===== src/rtl/fft_sequencer.sv =====
// Stage/butterfly sequencer for an in-place radix-2 DIT FFT: walks every stage,
// issues one butterfly read per cycle and replays the addresses one cycle later as writes.
module fft_sequencer #(
  parameter  int N_LOG2 = 5,
  localparam int SW     = $clog2(N_LOG2),
  localparam int JW     = N_LOG2 - 1
) (
  input  logic              clk,
  input  logic              reset,
  input  logic              start,
  output logic              busy,
  output logic              done,
  output logic [SW-1:0]     stage,
  output logic              rd_en,
  output logic [N_LOG2-1:0] rd_addr_a,
  output logic [N_LOG2-1:0] rd_addr_b,
  output logic [JW-1:0]     tw_addr,
  output logic              wr_en,
  output logic [N_LOG2-1:0] wr_addr_a,
  output logic [N_LOG2-1:0] wr_addr_b,
  output logic [1:0]        dbg_state
);

  typedef enum logic [1:0] {IDLE = 2'd0, RUN = 2'd1, DRAIN = 2'd2, DONE = 2'd3} state_t;

  localparam logic [JW-1:0] J_LAST = '1;
  localparam logic [SW-1:0] S_LAST = SW'(N_LOG2 - 1);

  state_t          state, state_n;
  logic [SW-1:0]   s, s_n;
  logic [JW-1:0]   j, j_n;

  // Registered-output intermediates, computed from the current state.
  logic              rd_en_d, busy_d, done_d;
  logic [N_LOG2-1:0] half, jx, k, g, a_d, b_d;
  logic [JW-1:0]     tw_d;

  // State register
  always_ff @(posedge clk) begin
    if (reset) begin
      state <= IDLE;
      s     <= '0;
      j     <= '0;
    end else begin
      state <= state_n;
      s     <= s_n;
      j     <= j_n;
    end
  end

  // Next-state logic; start is only looked at in IDLE, never queued.
  always_comb begin
    state_n = state;
    s_n     = s;
    j_n     = j;
    unique case (state)
      IDLE: begin
        if (start) begin
          state_n = RUN;
          s_n     = '0;
          j_n     = '0;
        end
      end
      RUN: begin
        if (j == J_LAST) state_n = DRAIN;
        else             j_n     = j + JW'(1);
      end
      DRAIN: begin
        if (s < S_LAST) begin
          state_n = RUN;
          s_n     = s + SW'(1);
          j_n     = '0;
        end else begin
          state_n = DONE;
        end
      end
      DONE:    state_n = IDLE;
      default: state_n = IDLE;
    endcase
  end

  // Output logic: a = 2*half*g + k, b = a + half, tw = k << (N_LOG2-1-s).
  always_comb begin
    jx      = N_LOG2'(j);
    half    = N_LOG2'(1) << s;
    k       = jx & (half - N_LOG2'(1));
    g       = jx >> s;
    a_d     = ((g << s) << 1) | k;
    b_d     = a_d | half;
    tw_d    = JW'(k << (S_LAST - s));
    rd_en_d = (state == RUN);
    busy_d  = (state == RUN) || (state == DRAIN);
    done_d  = (state == DONE);
  end

  // Output registers; the write port replays the read port one cycle later,
  // matching the registered RAM/ROM read feeding the combinational butterfly.
  always_ff @(posedge clk) begin
    if (reset) begin
      busy      <= 1'b0;
      done      <= 1'b0;
      stage     <= '0;
      rd_en     <= 1'b0;
      rd_addr_a <= '0;
      rd_addr_b <= '0;
      tw_addr   <= '0;
      wr_en     <= 1'b0;
      wr_addr_a <= '0;
      wr_addr_b <= '0;
      dbg_state <= IDLE;
    end else begin
      busy      <= busy_d;
      done      <= done_d;
      stage     <= s;
      rd_en     <= rd_en_d;
      rd_addr_a <= rd_en_d ? a_d : '0;
      rd_addr_b <= rd_en_d ? b_d : '0;
      tw_addr   <= rd_en_d ? tw_d : '0;
      wr_en     <= rd_en;
      wr_addr_a <= rd_addr_a;
      wr_addr_b <= rd_addr_b;
      dbg_state <= state_n;
    end
  end

endmodule


===== config.mk =====
export PLATFORM = sky130hd
export DESIGN_NAME = fft_sequencer
export DESIGN_NICKNAME = d
export VERILOG_FILES = /design/src/rtl/fft_sequencer.sv
export SDC_FILE = /design/constraint.sdc
export NUM_CORES = 1
export LEC_CHECK = 0
export CORE_MARGIN = 8
export CORE_UTILIZATION = 23
export CTS_CLUSTER_SIZE = 20
export DETAILED_ROUTE_END_ITERATION = 10
export HOLD_SLACK_MARGIN = 0.1
export PLACE_DENSITY_LB_ADDON = 0.12
export SETUP_SLACK_MARGIN = 0.5
export SYNTH_ARGS = -nofsm -noshare
export SYNTH_HDL_FRONTEND = slang
export SYNTH_SLANG_ARGS = --single-unit

===== constraint.sdc =====
create_clock -name clk -period 4 [get_ports clk]
set_input_delay 0.8 -clock clk [delete_from_list [all_inputs] [get_ports clk]]
set_output_delay 0.8 -clock clk [all_outputs]
set_load 0.02 [all_outputs]

; ---- Word-level counts from Yosys, hierarchy flattened
; Cells that the tools add are included.
; W data, S select, Z words.
[word_totals]
in_bits = 3
ff_bits = 40
output_inout_bits = 33
[classes]
shifts = 4
n_eq_ne = 8
magnitude_cmp = 1
n_addsub = 4
bitwise = 4
n_mux = 11
n_reduce_logical = 8
[op_table]
columns = op, n
row1 = $mux W4, 3
row2 = $pmux W4 S3, 1
row3 = $or A5 B5 Y5, 2
row4 = $shl A5 B3 Y4, 2
row5 = $pmux W2 S4, 1
row6 = $mux W2, 3
row7 = $mux W3, 2
row8 = $ne A2 B2 Y1 const B, 3
row9 = $pmux W3 S2, 1
row10 = $and A4 B5 Y5, 1
row11 = $shl A1 B3 Y5 const A, 1
row12 = $shr A4 B3 Y5, 1
row13 = $sub A5 B1 Y5 const B, 1
row14 = $add A4 B1 Y4 const B, 1
row15 = $eq A2 B2 Y1 const B, 2
row16 = $eq A4 B4 Y1 const B, 1
row17 = $reduce_and A4 Y1, 1
row18 = $add A3 B1 Y3 const B, 1
row19 = $lt A3 B3 Y1 const B, 1
row20 = $reduce_and A3 Y1, 1
row21 = $reduce_bool A3 Y1, 1
row22 = $sub A3 B3 Y3 const A, 1
row23 = $eq A2 B1 Y1 const B, 1
row24 = $logic_not A2 Y1, 1
row25 = other kinds (6), 6

; ---- Logic depth before layout (Yosys ltp)
[logic_depth]
depth_word = 5
mapped_depth = 10
ltp_nobuf = 9

; ---- Worst setup path after synthesis
; No wires, ideal clock.
[synth_timing]
path_kind = reg2reg
start = reg s[0]
end = reg tw_addr[3]
arrival_time_ps = 1904
slack_ps = 2010
n_path_buf = 1
synth_period_minus_slack_ps = 1990
stages_incl_launch_ff = 11
setup_ps = 86
cell_sequence = dfxtp_1 -> buf_6 -> inv_1 -> ha_1 -> ha_1 -> inv_1 -> ha_1 -> nand4bb_1 -> o21ai_1 -> a21oi_1 -> a221oi_2
[synth_between]
elab_chain_cells = 4
word_cells_on_any_way = 5
cone_classes = add/sub: 2 / shift: 2 / bitwise: 1
[synth_lines]
columns = element, line_no
row1 = start: declaration, 30  ; logic [SW-1:0] s, s_n;
row2 = start signal: assignment, 46  ; s <= s_n;
row3 = $shl A1 B3 Y5, 85  ; half = N_LOG2'(1) << s;
row4 = $sub A5 B1 Y5, 86  ; k = jx & (half - N_LOG2'(1));
row5 = $and A4 B5 Y5, 86
row6 = $shl A5 B3 Y4 (*), 90  ; tw_d = JW'(k << (S_LAST - s));
row7 = end signal: assignment, 118  ; tw_addr <= rd_en_d ? tw_d : '0;
row8 = end: declaration, 17  ; output logic [JW-1:0] tw_addr,
; Every way passes the cells marked *; elsewhere a longest branch is shown, timed or not.
; A chain may end at the register's enable or synchronous reset.

; ---- Final worst setup path
; Same ends and word-level chain as after synthesis.

==> impl_metrics.csv <==
group,metric,value,unit
outcome,status,"complete, no violations",
min_path,hp-start,"rd_addr_a[2]$_SDFF_PP0_",
cells_and_area,final_cells,308,
global_route,grt_start_max_net_pins,27,
global_route,gr-usage-met2,12.47,%
clocking,clk_latency,0.29,ns
clocking,path_clk_slew,0.09,ns
floorplanning,die_h,101.9,um
route,post_drt_via_cell_ratio,4.156,
timing,min_period_over_period,58.69,%
logic_synthesis,synth.distinct_cells,48,
logic_synthesis,ys_top_cells_by_area,"dfxtp_1, ha_1, nor2b_1",
logic_synthesis,synth_enable_flop_cells,0,
setup_path,required,4.21,ns
cells_and_area,drive_gt1_share,8.134,%
timing,final.min_clock_period,2.347,ns
route,wl,3934,um
cells_and_area,syn2layout_area_growth,32.89,%
clocking,htreeDepth,2,
setup_path,r2r_setup_slack,1.65,ns
clocking,cts_buffers,5,
route,drc,0,
route,wl_per_cell,12.77,um
timing,maxSlewHeadroom,74.04,%
route,num_vias,1280,
route,drt_first_pass_iters,4,
clocking,clockBufferDepth,2,
min_path,hold_end,"wr_addr_a[2]$_SDFF_PP0_",
setup_path,critical_path_peak_fanout,10,
timing,grt_setup_unrepaired,"false",
cells_and_area,stdcell_area,2255,sq um
logic_synthesis,yosysTopAreaCell,"dfxtp_1",
clocking,cts_hold_buffers,0,
global_route,grtUsageTotal,8.048,%
place,portBuffers,35,
logic_synthesis,synth.avg_cell_area,9.922,sq um
floorplanning,core-area,7214,sq um
cells_and_area,diodes,0,
floorplanning,pin_count,36,
timing,skew,0.01028,ns
route,ant_nets,0,
global_route,antenna_found_initial,0,
global_route,grt_pass1_vias,1314,
logic_synthesis,async_flop_share,0,%
global_route,grt_pass1_wl,6561,um
clocking,post-cts-setup-buffer-count,0,
timing,max_clock_freq,426.0,MHz
global_route,busiest_layer,"met2",
setup_path,crit_type,"reg2reg",
power_and_ir_drop,p_leak,0.8503,nW
place,post-place-cells,300,
min_path,worstHoldPathCells,1,
min_path,hp-class,"reg2reg",
power_and_ir_drop,switching_share,30.99,%
timing,slew_viol_final,0,
clocking,cts-resized-gates,0,
timing,finalSetupTns,0,ns
power_and_ir_drop,peakVddDrop,0.1243,mV
global_route,grt_overflow,0,
place,dpl_cell_area,2143,sq um
place,place.gp.congestion,0.7171,
clocking,cts_tree,"built",
setup_path,startpoint_type,"register",
power_and_ir_drop,combPwrFrac,24.2,%
floorplanning,start_util,23.52,%
logic_synthesis,syn_nets,187,
logic_synthesis,synth_flop_cell,"dfxtp_1",
clocking,cts.sinks,40,
timing,tightest_slew,0.3889,ns
logic_synthesis,synthesis.area,1697,sq um
logic_synthesis,ys_warn_count,0,
floorplanning,num_rows,31,
cells_and_area,utilization,31.25,%
timing,finalHoldViolations,0,
route,drtIter0Drc,76,
cells_and_area,nets,224,
clocking,cts_root_buffer,"clkbuf_8",
power_and_ir_drop,pwr-share-clk,32.1,%
global_route,use_met1,10.03,%
floorplanning,die_area,10380,sq um
global_route,met3_usage,2.793,%
setup_path,arrival,2.56,ns
job,timing.max_cap.violations,0,
logic_synthesis,synth_top_area_share,47.20,%
setup_path,reg2reg_depth,9,
power_and_ir_drop,p_seq_share,43.7,%
logic_synthesis,ys_seq_elements,40,
setup_path,r2r_end,"tw_addr[3]$_SDFF_PP0_",
logic_synthesis,yosysSeqAreaShare,47.20,%
place,dpl.hpwl,2957,um
power_and_ir_drop,internal_power,713.5,uW
floorplanning,die_w,101.9,um
power_and_ir_drop,p_sw,320.4,uW
logic_synthesis,netlist_instances,171,
setup_path,end_kind,"register",
power_and_ir_drop,powerDensity,458.6,nW/um^2
timing,setup_viol,0,
setup_path,reg2reg_from,"s[0]$_SDFFE_PP0P_",
==> through the flow <==
stage / hold slack (ns) / setup slack, ns / power, mW
floorplan: 0.4823 / 2.010 / 0.6289
global placement: 0.4534 / 1.648 / 0.7207
detailed placement: 0.4592 / 1.658 / 0.7157
CTS: 0.4709 / 1.639 / 1.054
global route: 0.4783 / 1.425 / 1.102
finish: 0.4657 / 1.653 / 1.034
==> sequential cells by signal (all words and copies together) (netlist names), 2 cells and up <==
| signal | flops |
|---|---|
| rd_addr_a | 5 |
| rd_addr_b | 5 |
| wr_addr_a | 5 |
| wr_addr_b | 5 |
| j | 4 |
| tw_addr | 4 |
| s | 3 |
| stage | 3 |
| dbg_state | 2 |
==> cells in the final DEF (no fill, tap or decap), types with 3 or more instances in the layout <==
master	count
inv_1	11
nor2b_1	15
clkdlybuf4s50_1	35
o21ai_0	3
dfxtp_1	40
nor2_1	16
ha_1	13
a21oi_1	9
nand2_1	8
nor3_1	3
o21a_1	3
clkbuf_8	5
nand4_1	3
==> metal layers <==
layer	part of all wire [%]	up-vias
li1	-	667
met1	47	586
met2	45	25
met3	6.7	2
met4	0.71	0
met5	0	-
==> synth_stat cells, types with 3 or more instances <==
cell type  count
o21ai_0        3
nor3_1         3
nand4_1        3
clkbuf_1       3
nand2_1        8
nor2_1        16
nor2b_1       15
dfxtp_1       40
ha_1          13
o21a_1         3
inv_1         11
a21oi_1        9
==> cells by family after synthesis <==
group | count (synthesis) | share of synthesized area (%)
AOI/OAI and AO/OA | 36 | 16.15
adders and majority gates | 13 | 9.587
buffers and inverters | 18 | 4.719
DFF | 40 | 47.20
muxes | 2 | 1.180
and+or+nand+nor | 62 | 21.17
==> power groups by stage <==
| stage | sequential [mW] | clock, mW | combinational, mW |
|---|---|---|---|
| final | 0.452 | 0.332 | 0.250 |
| after global routing | 0.457 | 0.360 | 0.285 |
| after CTS | 0.453 | 0.346 | 0.255 |
| after detailed placement | 0.462 | 0 | 0.253 |
| after global placement | 0.463 | 0 | 0.257 |
| after floorplan | 0.481 | 0 | 0.148 |
==> worst max-delay path by stage <==
| stage | slack [ns] | endpoint | startpoint | cells after the start |
|---|---|---|---|---|
| after floorplan | 2.01 | tw_addr[3]$_SDFF_PP0_ | s[0]$_SDFFE_PP0P_ | 10 |
| after global placement | 1.65 | s[2]$_SDFFE_PP0P_ | start | 5 |
| after detailed placement | 1.66 | tw_addr[3]$_SDFF_PP0_ | s[0]$_SDFFE_PP0P_ | 9 |
| after CTS | 1.64 | tw_addr[3]$_SDFF_PP0_ | s[0]$_SDFFE_PP0P_ | 9 |
| after global routing | 1.42 | tw_addr[3]$_SDFF_PP0_ | s[0]$_SDFFE_PP0P_ | 9 |
| final | 1.65 | tw_addr[3]$_SDFF_PP0_ | s[0]$_SDFFE_PP0P_ | 9 |
==> worst max-delay path: stages (launching register included) <==
cell and delay (ns):
dfxtp_1 0.56, inv_1 0.23, ha_1 0.27, ha_1 0.28, inv_1 0.09, ha_1 0.15, nand2_1 0.05, o21ai_1 0.24
a21oi_1 0.12, a221oi_2 0.28
==> area by class of cell <==
type | instances | area (sq um)
Timing Repair Buffer | 36 | 357.8
Clock buffer | 5 | 68.82
Inverter | 12 | 45.04
Tap cell | 99 | 123.9
Clock inverter | 3 | 42.54
Sequential cell | 40 | 800.8
Fill cell | 792 | 4960
Multi-Input combinational cell | 113 | 815.8
No activity file was read; power rests on OpenSTA's default activity.
